File: config.mk
export PLATFORM = sky130hd
export DESIGN_NAME = switch_bank
export DESIGN_NICKNAME = d
export VERILOG_FILES = /design/src/rtl/switch_bank.sv
export SDC_FILE = /design/constraint.sdc
export NUM_CORES = 1
export LEC_CHECK = 0
export ABC_AREA = 1
export CAP_MARGIN = 5
export CELL_PAD_IN_SITES_DETAIL_PLACEMENT = 1
export CELL_PAD_IN_SITES_GLOBAL_PLACEMENT = 1
export CORE_UTILIZATION = 46
export CTS_CLUSTER_DIAMETER = 50
export CTS_CLUSTER_SIZE = 25
export DETAILED_ROUTE_END_ITERATION = 8
export HOLD_SLACK_MARGIN = 0.02
export PLACE_DENSITY_LB_ADDON = 0.1
export SYNTH_ARGS = -nofsm -noshare
export SYNTH_HDL_FRONTEND = slang
export SYNTH_SLANG_ARGS = --single-unit
File: constraint.sdc
create_clock -name clk -period 3.1 [get_ports clk]
set_input_delay 0.465 -clock clk [delete_from_list [all_inputs] [get_ports clk]]
set_output_delay 0.465 -clock clk [all_outputs]
set_load 0.02 [all_outputs]
File: src/rtl/switch_bank.sv
`default_nettype none
// ============================================================================
// Module   : switch_bank
// Brief    : N-channel push-button front end: 2-flop sync, polarity fix,
//            debounce filter, registered press/release strobes and optional
//            auto-repeat (enabled by defining SWITCH_BANK_REPEAT_EN).
//            The release strobe port is named "released" because "release"
//            is a reserved word.
// Revision : 1.0 - initial release
// ============================================================================
module switch_bank #(
  parameter int NUM_SW          = 4,
  parameter int DEBOUNCE_CYCLES = 16,
  parameter bit ACTIVE_LOW      = 1'b0,
  parameter int REPEAT_DELAY    = 1000,
  parameter int REPEAT_PERIOD   = 200
) (
  input  logic              clk,
  input  logic              reset_n,
  input  logic [NUM_SW-1:0] sw,
  output logic [NUM_SW-1:0] level,
  output logic [NUM_SW-1:0] press,
  output logic [NUM_SW-1:0] released,
  output logic [NUM_SW-1:0] rpt,
  output logic              pushing
);

  localparam int                c_cnt_w    = $clog2(DEBOUNCE_CYCLES + 1);
  localparam logic [c_cnt_w-1:0] c_cnt_last = c_cnt_w'(DEBOUNCE_CYCLES - 1);
  localparam logic [NUM_SW-1:0] c_pin_idle = {NUM_SW{ACTIVE_LOW}};

  logic [NUM_SW-1:0] r_sync1;
  logic [NUM_SW-1:0] r_sync2;
  logic [NUM_SW-1:0] w_s;

  // Sync flops idle at the released pin level so reset release never strobes.
  always_ff @(posedge clk or negedge reset_n) begin
    if (!reset_n) begin
      r_sync1 <= c_pin_idle;
      r_sync2 <= c_pin_idle;
    end else begin
      r_sync1 <= sw;
      r_sync2 <= r_sync1;
    end
  end

  assign w_s = r_sync2 ^ c_pin_idle;

`ifdef SWITCH_BANK_REPEAT_EN
  localparam int c_rpt_max = (REPEAT_DELAY > REPEAT_PERIOD) ? REPEAT_DELAY : REPEAT_PERIOD;
  localparam int c_rpt_w   = $clog2(c_rpt_max + 1);
  localparam logic [c_rpt_w-1:0] c_rpt_delay  = c_rpt_w'(REPEAT_DELAY - 1);
  localparam logic [c_rpt_w-1:0] c_rpt_period = c_rpt_w'(REPEAT_PERIOD - 1);
`else
  logic [31:0] w_unused_rpt_cfg;
  assign w_unused_rpt_cfg = REPEAT_DELAY ^ REPEAT_PERIOD;
`endif

  genvar gi;
  generate
    for (gi = 0; gi < NUM_SW; gi++) begin : g_ch
      logic [c_cnt_w-1:0] r_cnt;
      logic               r_level;
      logic               r_press;
      logic               r_rel;
      logic               w_accept;

      assign w_accept = (w_s[gi] != r_level) && (r_cnt == c_cnt_last);

      always_ff @(posedge clk or negedge reset_n) begin
        if (!reset_n) begin
          r_cnt   <= '0;
          r_level <= 1'b0;
          r_press <= 1'b0;
          r_rel   <= 1'b0;
        end else begin
          r_press <= w_accept & w_s[gi];
          r_rel   <= w_accept & ~w_s[gi];
          if ((w_s[gi] == r_level) || w_accept) begin
            r_cnt <= '0;
          end else begin
            r_cnt <= r_cnt + 1'b1;
          end
          if (w_accept) begin
            r_level <= w_s[gi];
          end
        end
      end

      assign level[gi]    = r_level;
      assign press[gi]    = r_press;
      assign released[gi] = r_rel;

`ifdef SWITCH_BANK_REPEAT_EN
      logic [c_rpt_w-1:0] r_rpt_cnt;
      logic               r_rpt;

      // An accepted release takes priority so no repeat lands in its cycle.
      always_ff @(posedge clk or negedge reset_n) begin
        if (!reset_n) begin
          r_rpt_cnt <= '0;
          r_rpt     <= 1'b0;
        end else begin
          r_rpt <= 1'b0;
          if (w_accept) begin
            r_rpt_cnt <= w_s[gi] ? c_rpt_delay : '0;
          end else if (r_level) begin
            if (r_rpt_cnt == '0) begin
              r_rpt     <= 1'b1;
              r_rpt_cnt <= c_rpt_period;
            end else begin
              r_rpt_cnt <= r_rpt_cnt - 1'b1;
            end
          end
        end
      end

      assign rpt[gi] = r_rpt;
`else
      assign rpt[gi] = 1'b0;
`endif
    end
  endgenerate

  assign pushing = |level;

endmodule
`default_nettype wire

# After elaboration in Yosys (flattened, before gate mapping)
# Cells that the tools add are included.
[classes]
muxes = 4
n_eq_ne = 12
addsub = 4
reduce_logical = 9
bitwise = 12
[ops]
columns = ["operator", "count"]
rows = [
  ["$add A5 B1 Y5 const B", 4],
  ["$eq A5 B4 Y1 const B", 4],
  ["$mux W5", 4],
  ["$and A1 B1 Y1", 8],
  ["$eq A1 B1 Y1", 4],
  ["$logic_and A1 B1 Y1", 4],
  ["$logic_or A1 B1 Y1", 4],
  ["$ne A1 B1 Y1", 4],
  ["$not A1 Y1", 4],
  ["$reduce_or A4 Y1", 1],
]
[totals]
elab_cells = 59
input_bits = 6
out_inout_bits = 17
regBits = 40

# Logic depth before layout (Yosys ltp)
# Gate-level depths: netlist of the first run.
[logic_depth]
depth_word = 4
depth_mapped = 6

# Worst setup path before layout of the first run
# OpenSTA, ideal clock, no wires.
[synth_path]
path_kind = "register to register"
from = "register g_ch[1].r_cnt[0]"
to = "register g_ch[1].r_cnt[3]"
n_path_buf = 0
required_time_ns = 3.031
slack_ns = 1.888
arrival_time_ns = 1.143
path_stages_with_launch = 7
period_less_slack_ns = 1.212
cell_sequence = "dfrtp_1 ha_1 nand2_1 nor2_1 ha_1 nand3b_4 nor2_2"
[synth_between]
elab_chain_cells = 4
word_cells_on_any_way = 5
classes_between = "add/sub (1); eq/ne (1); mux (1); reduce/logical (2)"
[synth_lines]
columns = ["item", "line", "rtl"]
rows = [
  ["from (decl)", "62", "logic [c_cnt_w-1:0] r_cnt;"],
  ["from (signal assigned)", "82", "r_cnt <= r_cnt + 1'b1;"],
  ["parallel branches: the longest is 3 deep, another holds $add A5 B1 Y5", "--", ""],
  ["$mux W5 *", "79", "if ((w_s[gi] == r_level) || w_accept) begin"],
]
# Mark *: on every way between the ends.
# A chain may end at the register's enable or synchronous reset.

# Worst setup path after layout of the first run
[layout_path]
from = "register g_ch[2].r_level"
to = "output port pushing"
[layout_between]
elab_chain_cells = 1
[layout_lines]
columns = ["item", "line", "rtl"]
rows = [
  ["from (decl)", "63", "logic r_level;"],
  ["from (signal assigned)", "85", "r_level <= w_s[gi];"],
  ["$reduce_or A4 Y1", "125", "assign pushing = |level;"],
  ["to (decl)", "25", "output logic pushing"],
]
# No other way between the ends.

==> impl_metrics.json, run 1 <==
{
  "num_vias": 1102,
  "critPathKind": "flop to output pin",
  "slew_viol_final": 0,
  "die_h_um": 64.5,
  "max_slew_margin": 0.422,
  "antenna_found_initial": 0,
  "rsz0062_at_grt": "false",
  "fin_setup_tns_ns": 0,
  "clockBufferDepth": 2,
  "portBuffers": 18,
  "grt_max_degree": 41,
  "critPathLaunchType": "flop",
  "syn_to_final_growth_pct": 15.9,
  "gp_congestion": 0.725,
  "synth_area_leaders": "dfrtp_1, ha_1, buf_4",
  "dp_hpwl_mm": 2.21,
  "netlist_area_mm2": 0.00179,
  "drive_gt1_frac": 0.142,
  "ys_seq_area_frac": 0.558,
  "p_per_area_mw_per_mm2": 577,
  "antenna_cells": 0,
  "place_worst_setup_slack_ns": 1.41,
  "synth_top_area_share": 0.558,
  "grt_overflow": 0,
  "num-fill-cells": 409,
  "setup_violations": 0,
  "cts_tree": "done",
  "yosysTopAreaCell": "dfrtp_1",
  "power.total_w": 0.00120,
  "boundaryPins": 23,
  "synth.avg_cell_area_um2": 10.6,
  "finClkSkew_ns": 0.00648,
  "min_period_over_period": 0.646,
  "clk_latency_ns": 0.29,
  "layout_commonest_cell": "dfrtp_1",
  "cp.required_ns": 2.63,
  "fin_nets": 200,
  "yosysWarnings": 0,
  "wl_mm": 3.10,
  "crit_slowest_cell": "clkdlybuf4s50_1",
  "route.detailed.drc": 0,
  "holdWs_ns": 0.281,
  "drt_first_pass_iters": 4,
  "cts_root_buffer": "clkbuf_8",
  "core_mm2": 0.00369,
  "fp-row-count": 22,
  "htree_num_levels": 2,
  "hp-class": "input port to async pin",
  "ctsHoldBuffers": 0,
  "die_area_mm2": 0.00415,
  "synth_cells": 170,
  "grt_usage": 0.177,
  "cts_resized": 0,
  "start_util": 0.486,
  "tightestPinTransition_ns": 0.867,
  "grt_pass1_wl_mm": 5.27,
  "vias_per_cell": 4.77,
  "post_cts_buffers": 0,
  "crit_fanout": 4,
  "grt_pass1_vias": 1176,
  "wl_per_cell_um": 13.4,
  "path_cells": "inv_1, nand4_1, clkdlybuf4s50_1",
  "status": "finished, final reports clean",
  "endpoint_kind": "output pin",
  "peakVddDrop_mv": 0.279,
  "period_needed_ns": 2.00,
  "setup_slack_ns": 1.10,
  "ant_nets": 0,
  "max_stage_delay_ns": 0.56,
  "final_cell_mix": "dfrtp_1, inv_1, nand2_1",
  "cap_violations": 0,
  "clk_pin_slew_ns": 0.08,
  "crit_arrival_ns": 1.54,
  "cts_made_buffers": 5,
  "fp.dieW_um": 64.5,
  "synth-seq-cells": 40,
  "drt_iter0_markers": 40,
  "final_hold_viol_count": 0,
  "clock.fmax_mhz": 499,
  "p_leak_nw": 0.958,
  "cts_sinks": 40,
  "synth.distinct_cells": 16
}
## critical path: cells and delay by family (launching register included)
family | cells | cell delay [ns]
flops | 1 | 0.42
buf+inv | 2 | 0.71
simple gates | 1 | 0.12
## stage by stage
stage / instances / util / area (um2)
detailed placement: 223 / 0.521 / 1920
global route: 231 / 0.564 / 2080
floorplan: 173 / - / 1810
global placement: 223 / 0.521 / 1920
finish: 231 / 0.564 / 2080
CTS: 231 / 0.564 / 2080
## final timing paths
path | start | endpoint | slack [ns] | cells past startpoint
max in group asynchronous | reset_n | r_sync1[1]$_DFF_PN0_ | 2.27 | 1
worst min register to register | r_sync1[1]$_DFF_PN0_ | r_sync2[1]$_DFF_PN0_ | 0.35 | 0
min in group clk | r_sync1[1]$_DFF_PN0_ | r_sync2[1]$_DFF_PN0_ | 0.35 | 0
worst min-delay path | reset_n | g_ch[0].r_cnt[2]$_DFF_PN0_ | 0.28 | 1
worst max register to register | g_ch[3].r_cnt[0]$_DFF_PN0_ | g_ch[3].r_rel$_DFF_PN0_ | 1.72 | 6
worst max-delay path | g_ch[2].r_level$_DFFE_PN0P_ | pushing | 1.10 | 3
## cell families (layout without fill, tap and decap cells)
group,after synthesis,after routing,synth area share
flops,40,40,0.558
simple gates,69,69,0.209
buf+inv,40,50,0.117
xor+xnor,4,4,0.0195
compound gates,4,4,0.0112
other cells,1,4,0.00209
fa+ha+maj,12,12,0.0837
## registers in the layout (all words and copies together) (netlist names)
signal        flops
g_ch.r_level      4
g_ch.r_rel        4
r_sync2           4
r_sync1           4
g_ch.r_cnt       20
g_ch.r_press      4
## metal layers
metal,routed length [um],vias up,part of all wire,GRT usage
met3,130,8,0.042,0.0528
met5,0,-,0,0
met4,87,0,0.028,0.106
met2,1640,23,0.53,0.305
met1,1240,541,0.40,0.192
li1,-,530,-,-
## power breakdown
part / switching, W / total (W) / internal, W
Clock: 0.000180 / 0.000583 / 0.000403
Combinational: 0.0000359 / 0.0000583 / 0.0000224
Sequential: 0.0000184 / 0.000558 / 0.000539
## synth_stat cells
master    count
buf_4        16
dfrtp_1      40
inv_1        20
nor2_1       19
o21ai_0       4
nand3b_4      4
nand2_1      20
conb_1        1
nor3_1        8
nor2_2        5
nand3_1       4
nand2_2       4
xnor2_1       4
nand4_1       5
inv_2         4
ha_1         12
## layout make-up
class                      instances  area (um2)  share of cell area
inverter                          24        90.1              0.0433
multi-input combinational         93         594               0.286
clock buffer                       5        68.8              0.0331
clock inverter                     3        90.1              0.0433
sequential                        40        1000               0.481
tap                               48        60.1              0.0289
timing repair buffer              18         175              0.0842
No activity file was read; power rests on OpenSTA's default activity.
==> inputs of run 2 (changes only) <==
--- a/config.mk
+++ b/config.mk
@@ -9,7 +9,7 @@
 export CAP_MARGIN = 5
 export CELL_PAD_IN_SITES_DETAIL_PLACEMENT = 1
 export CELL_PAD_IN_SITES_GLOBAL_PLACEMENT = 1
-export CORE_UTILIZATION = 46
+export CORE_UTILIZATION = 42
 export CTS_CLUSTER_DIAMETER = 50
 export CTS_CLUSTER_SIZE = 25
 export DETAILED_ROUTE_END_ITERATION = 8
==> constraint.sdc (replaced) <==
create_clock -name clk -period 1.9 [get_ports clk]
set_input_delay 0.285 -clock clk [delete_from_list [all_inputs] [get_ports clk]]
set_output_delay 0.285 -clock clk [all_outputs]
set_load 0.02 [all_outputs]
==> impl_metrics.json, run 2 (synthesis gave the netlist of run 1 again) <==
{
  "status": "finished, final reports clean",
  "multiInputGateArea_um2": 594,
  "antenna_found_initial": 0,
  "syn_to_final_growth_pct": 11.9,
  "die_h_um": 67.4,
  "clockBufferDepth": 2,
  "antenna_cells": 0,
  "critPathLaunchType": "flop",
  "peakVddDrop_mv": 0.461,
  "layout_commonest_cell": "dfrtp_1",
  "dp_hpwl_mm": 2.39,
  "clk_latency_ns": 0.29,
  "cts_made_buffers": 5,
  "slew_viol_final": 0,
  "setup_violations": 0,
  "power_switching_w": 0.000364,
  "r2r-start": "g_ch[3].r_cnt[0]$_DFF_PN0_",
  "r2r-end": "g_ch[3].r_rel$_DFF_PN0_",
  "fp-row-count": 23,
  "drive_gt1_frac": 0.137,
  "cts_root_buffer": "clkbuf_8",
  "period_needed_ns": 1.82,
  "comb_power_share": 0.062,
  "crit_start": "g_ch[3].r_level$_DFFE_PN0P_",
  "die_area_mm2": 0.00454,
  "p_leak_nw": 0.926,
  "grt_pass1_vias": 1212,
  "routed.top_layer": "met4",
  "finClkSkew_ns": 0.00502,
  "fin_setup_tns_ns": 0,
  "ant_nets": 0,
  "p_per_area_mw_per_mm2": 762,
  "rsz0062_at_grt": "false",
  "clk_pin_slew_ns": 0.07,
  "seq_area_mm2": 0.00100,
  "crit_fanout": 4,
  "route.detailed.drc": 0,
  "portBuffers": 18,
  "gp_congestion": 0.690,
  "fin_nets": 201,
  "cts_sinks": 40,
  "hp-class": "input port to async pin",
  "largest_reg_flops": 20,
  "boundaryPins": 23,
  "cts_resized": 0,
  "top_register": "g_ch.r_cnt",
  "cap_violations": 0,
  "p_int_w": 0.00117,
  "num_vias": 1112,
  "wl_mm": 3.18,
  "cp.required_ns": 1.62,
  "drt_first_pass_iters": 4,
  "drt_iter0_markers": 48,
  "pwr-share-seq": 0.593,
  "start_util": 0.442,
  "rrSetupSlack_ns": 0.46,
  "endpoint": "pushing",
  "route.met2.wl_mm": 1.74,
  "p_clk_frac": 0.345,
  "wl_per_cell_um": 13.6,
  "routed-wl-met3_um": 109,
  "swShare": 0.238,
  "critPathKind": "flop to output pin",
  "core_mm2": 0.00406,
  "dp.cells": 226,
  "grt_max_degree": 41,
  "final_cell_mix": "dfrtp_1, inv_1, nand2_1",
  "instances_no_fill": 233,
  "clock.fmax_mhz": 550,
  "crit_arrival_ns": 1.53,
  "fp.dieW_um": 67.4,
  "endpoint_kind": "output pin",
  "final_hold_viol_count": 0,
  "htree_num_levels": 2,
  "post_cts_buffers": 0,
  "num-fill-cells": 472,
  "cts_tree": "done",
  "vias_per_cell": 4.77,
  "wl_met1_mm": 1.25,
  "grt_overflow": 0,
  "worst-r2r-cell-count": 6,
  "min_period_over_period": 0.957,
  "grt_usage": 0.169,
  "ctsHoldBuffers": 0,
  "grt_pass1_wl_mm": 5.38
}
## run 2: changes by cell type in the layout (fill, tap and decap cells not counted), sizes merged
| cell | change |
|---|---|
| clkbuf | +1 |
| bufinv | -3 |
| clkinv | +1 |
| buf | +1 |
## run 2: stage by stage
stage | setup WS (ns) | total power, W | utilization | cell area, um2 | hold slack, ns
detailed placement | 0.385 | 0.00102 | 0.476 | 1930 | 0.336
CTS | 0.0637 | 0.00156 | 0.495 | 2010 | 0.0554
global placement | 0.435 | 0.00101 | 0.476 | 1930 | 0.332
floorplan | 0.688 | 0.000983 | - | 1810 | -0.0106
finish | 0.0815 | 0.00153 | 0.495 | 2010 | 0.0357
global route | 0.0183 | 0.00160 | 0.495 | 2010 | 0.0715
## run 2: layout make-up
class                      count  area share
timing repair buffer          19      0.0910
sequential                    40       0.498
inverter                      24      0.0449
multi-input combinational     93       0.296
clock buffer                   6      0.0361
clock inverter                 1     0.00249
tap                           50      0.0312
## run 2: how the worst min path moves through the flow
| stage | cells past startpoint | start | to | slack, ns |
|---|---|---|---|---|
| floorplan | 0 | reset_n | g_ch[0].r_cnt[0]$_DFF_PN0_ | -0.01 |
| global placement | 0 | r_sync1[3]$_DFF_PN0_ | r_sync2[3]$_DFF_PN0_ | 0.33 |
| detailed placement | 0 | r_sync1[0]$_DFF_PN0_ | r_sync2[0]$_DFF_PN0_ | 0.34 |
| CTS | 2 | reset_n | g_ch[0].r_cnt[3]$_DFF_PN0_ | 0.06 |
| global route | 2 | reset_n | g_ch[0].r_cnt[2]$_DFF_PN0_ | 0.07 |
| finish | 2 | reset_n | g_ch[0].r_cnt[2]$_DFF_PN0_ | 0.04 |
## run 2: metal layers
metal / vias to the layer above / track usage
met2: 23 / 0.305
met4: 0 / 0.101
met5: - / 0
li1: 528 / -
met3: 7 / 0.0422
met1: 554 / 0.175
## run 2: power groups by stage
| stage | Sequential, W | Combinational [W] | Clock, W |
|---|---|---|---|
| floorplan | 0.000917 | 0.0000659 | 0 |
| finish | 0.000908 | 0.0000942 | 0.000529 |
| global placement | 0.000921 | 0.0000930 | 0 |
| detailed placement | 0.000924 | 0.0000977 | 0 |
| CTS | 0.000908 | 0.0000978 | 0.000552 |
| global route | 0.000913 | 0.000109 | 0.000578 |
## run 2: worst max-delay path: stages, from the launching register on
cell and delay, ns:
dfrtp_1 0.41, inv_1 0.14, nand4_1 0.13, clkdlybuf4s50_1 0.56
